## config.mk

```make
export PLATFORM = sky130hd
export DESIGN_NAME = dis_table_loader
export DESIGN_NICKNAME = d
export VERILOG_FILES = /design/src/rtl/dis_table_loader.sv
export SDC_FILE = /design/constraint.sdc
export NUM_CORES = 1
export LEC_CHECK = 0
export BUFFER_PORTS_ARGS = -buffer_cell sky130_fd_sc_hd__buf_2
export CORE_MARGIN = 2
export CORE_UTILIZATION = 60
export CTS_CLUSTER_DIAMETER = 30
export DETAILED_ROUTE_END_ITERATION = 7
export GPL_TIMING_DRIVEN = 0
export PLACE_DENSITY = 0.92
export SYNTH_ARGS = -nofsm -noshare
export SYNTH_HDL_FRONTEND = slang
export SYNTH_SLANG_ARGS = --single-unit
```

## constraint.sdc

```tcl
create_clock -name clk -period 6.2 [get_ports clk]
set_input_delay 0.31 -clock clk [delete_from_list [all_inputs] [get_ports clk]]
set_output_delay 0.31 -clock clk [all_outputs]
set_load 0.005 [all_outputs]
```

## src/rtl/dis_table_loader.sv

```systemverilog
// dis_table_loader: unpacks a 64-bit packed-distance stream into one
// two-point distance table write per cycle, walking the N x N matrix in
// row-major order (diagonal included).
//
// Ports:
//   clk, reset              system clock, synchronous active-high reset
//   start, city_count       begin a load of city_count x city_count entries
//   abort                   cancel a load in progress
//   s_valid/s_ready/s_data  input word handshake, lane 0 consumed first
//   tp_dis_write/waddr/wdata table write broadcast, waddr = {row, column}
//   busy, done, error       host status (busy in LOAD, done/error pulses)
module dis_table_loader #(
    parameter int unsigned CITY_NUM_LOG = 7,
    parameter int unsigned DIS_W        = 16,
    parameter int unsigned LANES        = 4
) (
    input  logic                      clk,
    input  logic                      reset,
    input  logic                      start,
    input  logic [CITY_NUM_LOG:0]     city_count,
    input  logic                      abort,
    input  logic                      s_valid,
    output logic                      s_ready,
    input  logic [63:0]               s_data,
    output logic                      tp_dis_write,
    output logic [2*CITY_NUM_LOG-1:0] tp_dis_waddr,
    output logic [DIS_W-1:0]          tp_dis_wdata,
    output logic                      busy,
    output logic                      done,
    output logic                      error
);

    localparam int unsigned CNT_W  = CITY_NUM_LOG + 1;
    localparam int unsigned LANE_W = (LANES > 1) ? $clog2(LANES) : 1;
    localparam logic [CNT_W-1:0]  N_MIN     = CNT_W'(2);
    localparam logic [CNT_W-1:0]  N_MAX     = CNT_W'(1) << CITY_NUM_LOG;
    localparam logic [LANE_W-1:0] LANE_LAST = LANE_W'(LANES - 1);

    typedef enum logic [1:0] {
        S_IDLE,
        S_LOAD,
        S_DONE
    } state_t;

    state_t                    state, state_d;
    logic [CNT_W-1:0]          n_q, n_d;
    logic [CITY_NUM_LOG-1:0]   i_q, i_d, j_q, j_d;
    logic [63:0]               buf_q, buf_d;
    logic                      buf_valid, buf_valid_d;
    logic [LANE_W-1:0]         lane_q, lane_d;
    logic                      write_d, busy_d, done_d, error_d;
    logic [2*CITY_NUM_LOG-1:0] waddr_d;
    logic [DIS_W-1:0]          wdata_d;

    logic [CNT_W-1:0] n_m1;
    logic             legal_n;
    logic             row_end;
    logic             last_entry;
    logic             consume;
    logic             accept;

    assign n_m1       = n_q - CNT_W'(1);
    assign legal_n    = (city_count >= N_MIN) && (city_count <= N_MAX);
    assign row_end    = (CNT_W'(j_q) == n_m1);
    assign last_entry = row_end && (CNT_W'(i_q) == n_m1);
    assign consume    = (state == S_LOAD) && !abort && buf_valid;

    // Refill either into an empty buffer or on its final lane, so the next
    // word lands exactly when the current one runs out; never after the last entry.
    assign s_ready = (state == S_LOAD) &&
                     (!buf_valid || (lane_q == LANE_LAST && !last_entry));
    assign accept  = s_valid && s_ready;

    // State and datapath register
    always_ff @(posedge clk) begin
        if (reset) begin
            state        <= S_IDLE;
            n_q          <= '0;
            i_q          <= '0;
            j_q          <= '0;
            buf_q        <= '0;
            buf_valid    <= 1'b0;
            lane_q       <= '0;
            tp_dis_write <= 1'b0;
            tp_dis_waddr <= '0;
            tp_dis_wdata <= '0;
            busy         <= 1'b0;
            done         <= 1'b0;
            error        <= 1'b0;
        end else begin
            state        <= state_d;
            n_q          <= n_d;
            i_q          <= i_d;
            j_q          <= j_d;
            buf_q        <= buf_d;
            buf_valid    <= buf_valid_d;
            lane_q       <= lane_d;
            tp_dis_write <= write_d;
            tp_dis_waddr <= waddr_d;
            tp_dis_wdata <= wdata_d;
            busy         <= busy_d;
            done         <= done_d;
            error        <= error_d;
        end
    end

    // Next-state logic
    always_comb begin
        state_d = state;
        case (state)
            S_IDLE: if (start && !abort && legal_n) state_d = S_LOAD;
            S_LOAD: begin
                if (abort)                      state_d = S_IDLE;
                else if (consume && last_entry) state_d = S_DONE;
            end
            S_DONE:  state_d = S_IDLE;
            default: state_d = S_IDLE;
        endcase
    end

    // Output and datapath next values
    always_comb begin
        n_d         = n_q;
        i_d         = i_q;
        j_d         = j_q;
        buf_d       = buf_q;
        buf_valid_d = buf_valid;
        lane_d      = lane_q;
        write_d     = 1'b0;
        waddr_d     = tp_dis_waddr;
        wdata_d     = tp_dis_wdata;
        error_d     = 1'b0;
        busy_d      = (state_d == S_LOAD);
        done_d      = (state_d == S_DONE);

        case (state)
            S_IDLE: begin
                if (start && !abort) begin
                    if (legal_n) begin
                        n_d         = city_count;
                        i_d         = '0;
                        j_d         = '0;
                        buf_valid_d = 1'b0;
                        lane_d      = '0;
                    end else begin
                        error_d = 1'b1;
                    end
                end
            end
            S_LOAD: begin
                if (abort) begin
                    buf_valid_d = 1'b0;
                    lane_d      = '0;
                end else begin
                    if (consume) begin
                        write_d = 1'b1;
                        waddr_d = {i_q, j_q};
                        wdata_d = buf_q[DIS_W*32'(lane_q) +: DIS_W];
                        lane_d  = lane_q + LANE_W'(1);
                        if (last_entry) begin
                            i_d = '0;
                            j_d = '0;
                        end else if (row_end) begin
                            j_d = '0;
                            i_d = i_q + CITY_NUM_LOG'(1);
                        end else begin
                            j_d = j_q + CITY_NUM_LOG'(1);
                        end
                        // Unconsumed lanes of the final word are dropped.
                        if (lane_q == LANE_LAST || last_entry) begin
                            buf_valid_d = 1'b0;
                            lane_d      = '0;
                        end
                    end
                    if (accept) begin
                        buf_d       = s_data;
                        buf_valid_d = 1'b1;
                        lane_d      = '0;
                    end
                end
            end
            default: ;
        endcase
    end

endmodule

```

After elaboration in Yosys (flattened, before gate mapping). Cells that the tools add are included.

Output and inout port bits: 35. Memories: 0. Flip-flop bits (word level): 125. Latch bits: 0. Bits of input ports: 77. Bits in writable memories: 0. Bits in read-only memories: 0.

Magnitude comparators: 2. Equality and inequality tests: 13. Divide/modulo/power cells: 0. Muxes and demuxes: 32. Shift operators: 1. Bitwise gates (word level): 4. Reduce and logical (&&, ||, !) cells: 26. Add/subtract/negate cells: 4. Multiply operators: 0.

Operator list (number): $mux W7 (10); $shiftx A64 B7 Y16 (1); $pmux W7 S2 (2); $mux W2 (9); $eq A7 B8 Y1 (2); $add A7 B1 Y7 const B (2); $logic_and A1 B1 Y1 (10); $reduce_and A5 Y1 (2); $reduce_and A3 Y1 (3); $ge A8 B2 Y1 const B (1); $le A8 B8 Y1 const B (1); $mux W1 (8); $ne A2 B2 Y1 const B (4); $pmux W2 S2 (2); $sub A8 B1 Y8 const B (1); $reduce_and A6 Y1 (1); $reduce_or A3 Y1 (2); $eq A2 B1 Y1 const B (2); $eq A2 B2 Y1 const B (2); $ne A4 B3 Y1 const B (1); $ne A4 B4 Y1 const B (1); $not A1 Y1 (4); $reduce_and A4 Y1 (1); $logic_not A1 Y1 (3); other kinds (6) (7).

Depth between registers and ports, before layout.
Depth in word-level cells: 11. Mapped depth: 12. Depth with buffers taken out: 10.

Least setup slack after synthesis. Ideal clock, no wire load.

Path kind: reg2reg. From: register n_q[0]. To: register i_q[2]. Buffers on the path: 1. Stages on the path, launching flop included: 12. Data required time: 6063 ps. Period minus slack after synthesis: 2589 ps. Setup time: 137 ps. Slack: 3611 ps. Data arrival time: 2452 ps. Path through: dfxtp_1 inv_1 ha_1 nor3b_2 xnor2_1 o2bb2ai_1 a2111oi_0 nand3_2 a21boi_0 or2_2 buf_2 o221ai_1.

Longest elaborated chain between the ends: 7. Elaborated cells between the ends (all ways): 10. Those cells by class: add/sub: 1; eq/ne: 3; mux: 4; reduce/logical: 2.

Ends and longest elaborated chain: from (decl) (line 46) `logic [CNT_W-1:0] n_q, n_d;`; from (signal assigned) (line 92) `n_q <= n_d;`; $sub A8 B1 Y8 (*) (line 62) `assign n_m1 = n_q - CNT_W'(1);`; $eq A7 B8 Y1, on equally long branches (line 64, 65); $logic_and A1 B1 Y1 (line 65) `assign last_entry = row_end && (CNT_W'(i_q) == n_m1);`; $mux W7 (line 160) `if (last_entry) begin`; $mux W7 (line 155) `if (consume) begin`; $mux W7 (line 151) `if (abort) begin`; $pmux W7 S2 (line 136) `case (state)`; to (signal assigned) (line 93) `i_q <= i_d;`; to (decl) (line 47) `logic [CITY_NUM_LOG-1:0] i_q, i_d, j_q, j_d;`.

Mark *: on every way between the ends. The rest lies on a longest branch, timed or not. The select of a mux whose other input is x is not followed. A chain may end at the register's enable or synchronous reset.

Worst setup path in the final report.
From: register n_q[0]. To: output s_ready.

Longest elaborated chain between the ends: 7. Elaborated cells between the ends (all ways): 8. Those cells by class: add/sub: 1; eq/ne: 2; reduce/logical: 5.

Ends and longest elaborated chain: $sub A8 B1 Y8 (*) (line 62); $eq A7 B8 Y1, on equally long branches (line 64, 65); $logic_and A1 B1 Y1 (*) (line 65); $logic_not A1 Y1 (*) (line 71) `(!buf_valid || (lane_q == LANE_LAST && !last_entry));`; $logic_and A1 B1 Y1 (*) (line 71); $logic_or A1 B1 Y1 (*) (line 71); $logic_and A1 B1 Y1 (*) (line 70) `assign s_ready = (state == S_LOAD) &&`; to (decl) (line 23) `output logic s_ready,`.

Mark *: on every way between the ends. The rest lies on a longest branch, timed or not.

==> impl_metrics.py <==
metrics = {
    "run_status": {
        "status": "complete, no violations",
    },
    "cts": {
        "cts_tree": "yes",
        "numCtsBuffers": 17,
        "post_cts_buffers": 0,
        "htreeDepth": 4,
        "cts_hold_buf": 0,
        "clkTransAtPathRegs_ps": 60,
        "cts_sinks": 125,
        "clock-root-buffer": "clkbuf_8",
        "clkLatencyLatePin_ps": 520,
        "cts_max_path_buffers": 2,
        "cts_resized": 0,
    },
    "yosys": {
        "async_flop_share": 0,
        "synthCells": 643,
        "synth_top_area_frac": 0.412,
        "seq_area_frac_synth": 0.412,
        "syn_area_um2": 6080,
        "synth.most_common_cell": "nand2b_1",
        "ys.flop_type": "dfxtp_1",
        "synth-seq-cells": 125,
        "ys_types": 54,
        "syn_nets": 724,
        "yosysTopAreaCell": "dfxtp_1",
        "synth_edf_count": 0,
        "synth_common_cells": "nand2b_1, dfxtp_1, nand2_1",
        "synth_area_leaders": "dfxtp_1, nand2b_1, mux2i_1, mux4_2, nand2_1",
        "avgSynthCellArea_um2": 9.45,
        "yosysWarningCount": 0,
    },
    "setup_path": {
        "crit_required_ps": 5890,
        "cp-end-kind": "output pin",
        "path_class": "reg2out",
        "path_max_fanout": 7,
        "critPathArrivalTime_ps": 3160,
        "crit_path_start_kind": "register",
    },
    "placement": {
        "port_buffers": 111,
        "dp_slack_ps": 3040,
        "dp_hpwl_um": 11100,
        "placed_area_um2": 6800,
        "place_congestion": 0.902,
    },
    "pwr": {
        "p_leak_nw": 2.82,
        "p_switching_mw": 0.446,
        "pwr-share-clk": 0.513,
        "power.share.sequential": 0.421,
        "powerDensity_nw_per_um2": 263,
        "p_comb_frac": 0.066,
        "power.total_mw": 1.94,
        "swShare": 0.230,
        "internal_power_mw": 1.50,
        "ir_drop_mv": 0.188,
    },
    "floorplan": {
        "core_area_um2": 9820,
        "rows": 36,
        "die_y_um": 105,
        "dieArea_um2": 10900,
        "floorplan.initialDensity": 0.619,
        "ios": 112,
        "die_x_um": 105,
    },
    "layout": {
        "diodes": 0,
        "fin_util": 0.753,
        "fin_area_um2": 7390,
        "nNetsFinal": 854,
        "drive_gt1_frac": 0.224,
        "area_delta_synth_final_pct": 21.7,
    },
    "global_route": {
        "first_global_vias": 5275,
        "overflow": 0,
        "track_usage": 0.298,
        "grt_pass1_wl_um": 25800,
        "grt_max_degree": 17,
        "antenna_found_initial": 0,
    },
    "drt": {
        "drt-total-wl_um": 15900,
        "drcViolationCount": 0,
        "detail_route.iter0.violations": 317,
        "drt.antenna.violating_nets": 0,
        "vias": 5255,
        "vias_per_cell": 5.72,
        "firstDrtPassIters": 5,
        "wl_per_cell_um": 17.3,
    },
    "timing": {
        "hold_viol": 0,
        "slew_viol_final": 0,
        "fin_setup_tns_ps": 0,
        "finClkSkew_ps": 16.1,
        "relSlewSlack": 0.464,
        "period_minus_slack_ps": 3470,
        "setup_ws_ps": 2730,
        "clock.fmax_mhz": 288,
        "tightest_slew_ps": 804,
        "rsz0062_at_grt": "false",
        "finalSetupViolations": 0,
        "post-route-period-util": 0.559,
    },
    "run": {
        "cap_violations": 0,
    },
    "min_path": {
        "hp-class": "in2reg",
    },
}
==> worst paths after layout <==
check / from / end / slack [ps] / cells after the start
worst min-delay path: s_data[42] / buf_q[42] / 50 / 3
worst max register to register: n_q[0] / i_q[2] / 3030 / 11
worst max-delay path: n_q[0] / s_ready / 2730 / 10
worst min register to register: tp_dis_waddr[6] / tp_dis_waddr[6] / 450 / 2
==> worst max-delay path, stage by stage (launching register included) <==
cell and delay (ps):
dfxtp_1 380, inv_1 80, ha_1 210, nor3b_2 390, xnor2_1 150, o2bb2ai_1 140
a2111oi_0 560, nand3_2 260, o21ai_2 220, a21oi_1 130, buf_2 140
==> layout make-up <==
class | count | area (µm²)
clock inverters | 13 | 166
flip-flops and latches | 125 | 2500
fillers | 656 | 2430
multi-input cells | 464 | 3250
inverters | 10 | 37.5
clock buffers | 18 | 428
plain buffers | 44 | 284
repair buffers | 111 | 556
well taps | 133 | 166
==> registers in the layout, summed over array words and instances, names as in the netlist <==
name / flops
done: 1
tp_dis_write: 1
busy: 1
tp_dis_waddr: 14
buf_q: 64
error: 1
j_q: 7
i_q: 7
lane_q: 2
buf_valid: 1
state: 2
tp_dis_wdata: 16
n_q: 8
==> metrics by stage <==
stage                     cells  hold slack (ps)
after detailed placement    887              443
after global routing        918             50.1
after global placement      887              441
final                       918             52.2
after floorplan             643              406
after CTS                   918             37.2
==> power groups by stage <==
stage                     logic [mW]  clock network, mW  registers (mW)
final                          0.129              0.996           0.817
after floorplan               0.0776                  0           0.832
after detailed placement       0.125                  0           0.834
after global routing           0.140               1.04           0.817
after CTS                      0.127               1.00           0.817
after global placement         0.119                  0           0.834
==> layer usage <==
layer / track usage / up-vias / routed length (µm)
li1: - / 2448 / -
met1: 0.350 / 2488 / 6080
met2: 0.521 / 267 / 8140
met3: 0.0611 / 52 / 1130
met4: 0.137 / 0 / 550
met5: 0 / - / 0
==> cells by family (layout without fill, tap and decap cells) <==
logic type,after synthesis,count (layout),share of synthesized area
AOI/OAI and AO/OA,77,77,0.0766
xor gates and xnor gates,17,17,0.0245
adders and majority gates,4,4,0.00824
buffers and inverters,54,196,0.0529
DFF,125,125,0.412
muxes,88,88,0.178
and+or+nand+nor,278,278,0.248
==> cell usage in the layout (no fill, tap or decap), drive strengths merged, types with 2 or more instances in the layout <==
master / instances
o311ai: 2
bufinv: 3
o21a: 3
or2: 2
nor4: 6
a211o: 2
xnor2: 7
nor2: 26
ha: 4
nand3: 9
buf: 124
mux2i: 72
nor2b: 3
clkinv: 6
a21oi: 45
or3: 3
o21ai: 10
nor3: 4
nand2b: 133
mux4: 16
nand4: 4
or4: 3
dfxtp: 125
clkinvlp: 2
clkbuf: 49
nand2: 77
xor2: 10
inv: 12
o2bb2ai: 4
(Power assumes the default switching activity.)
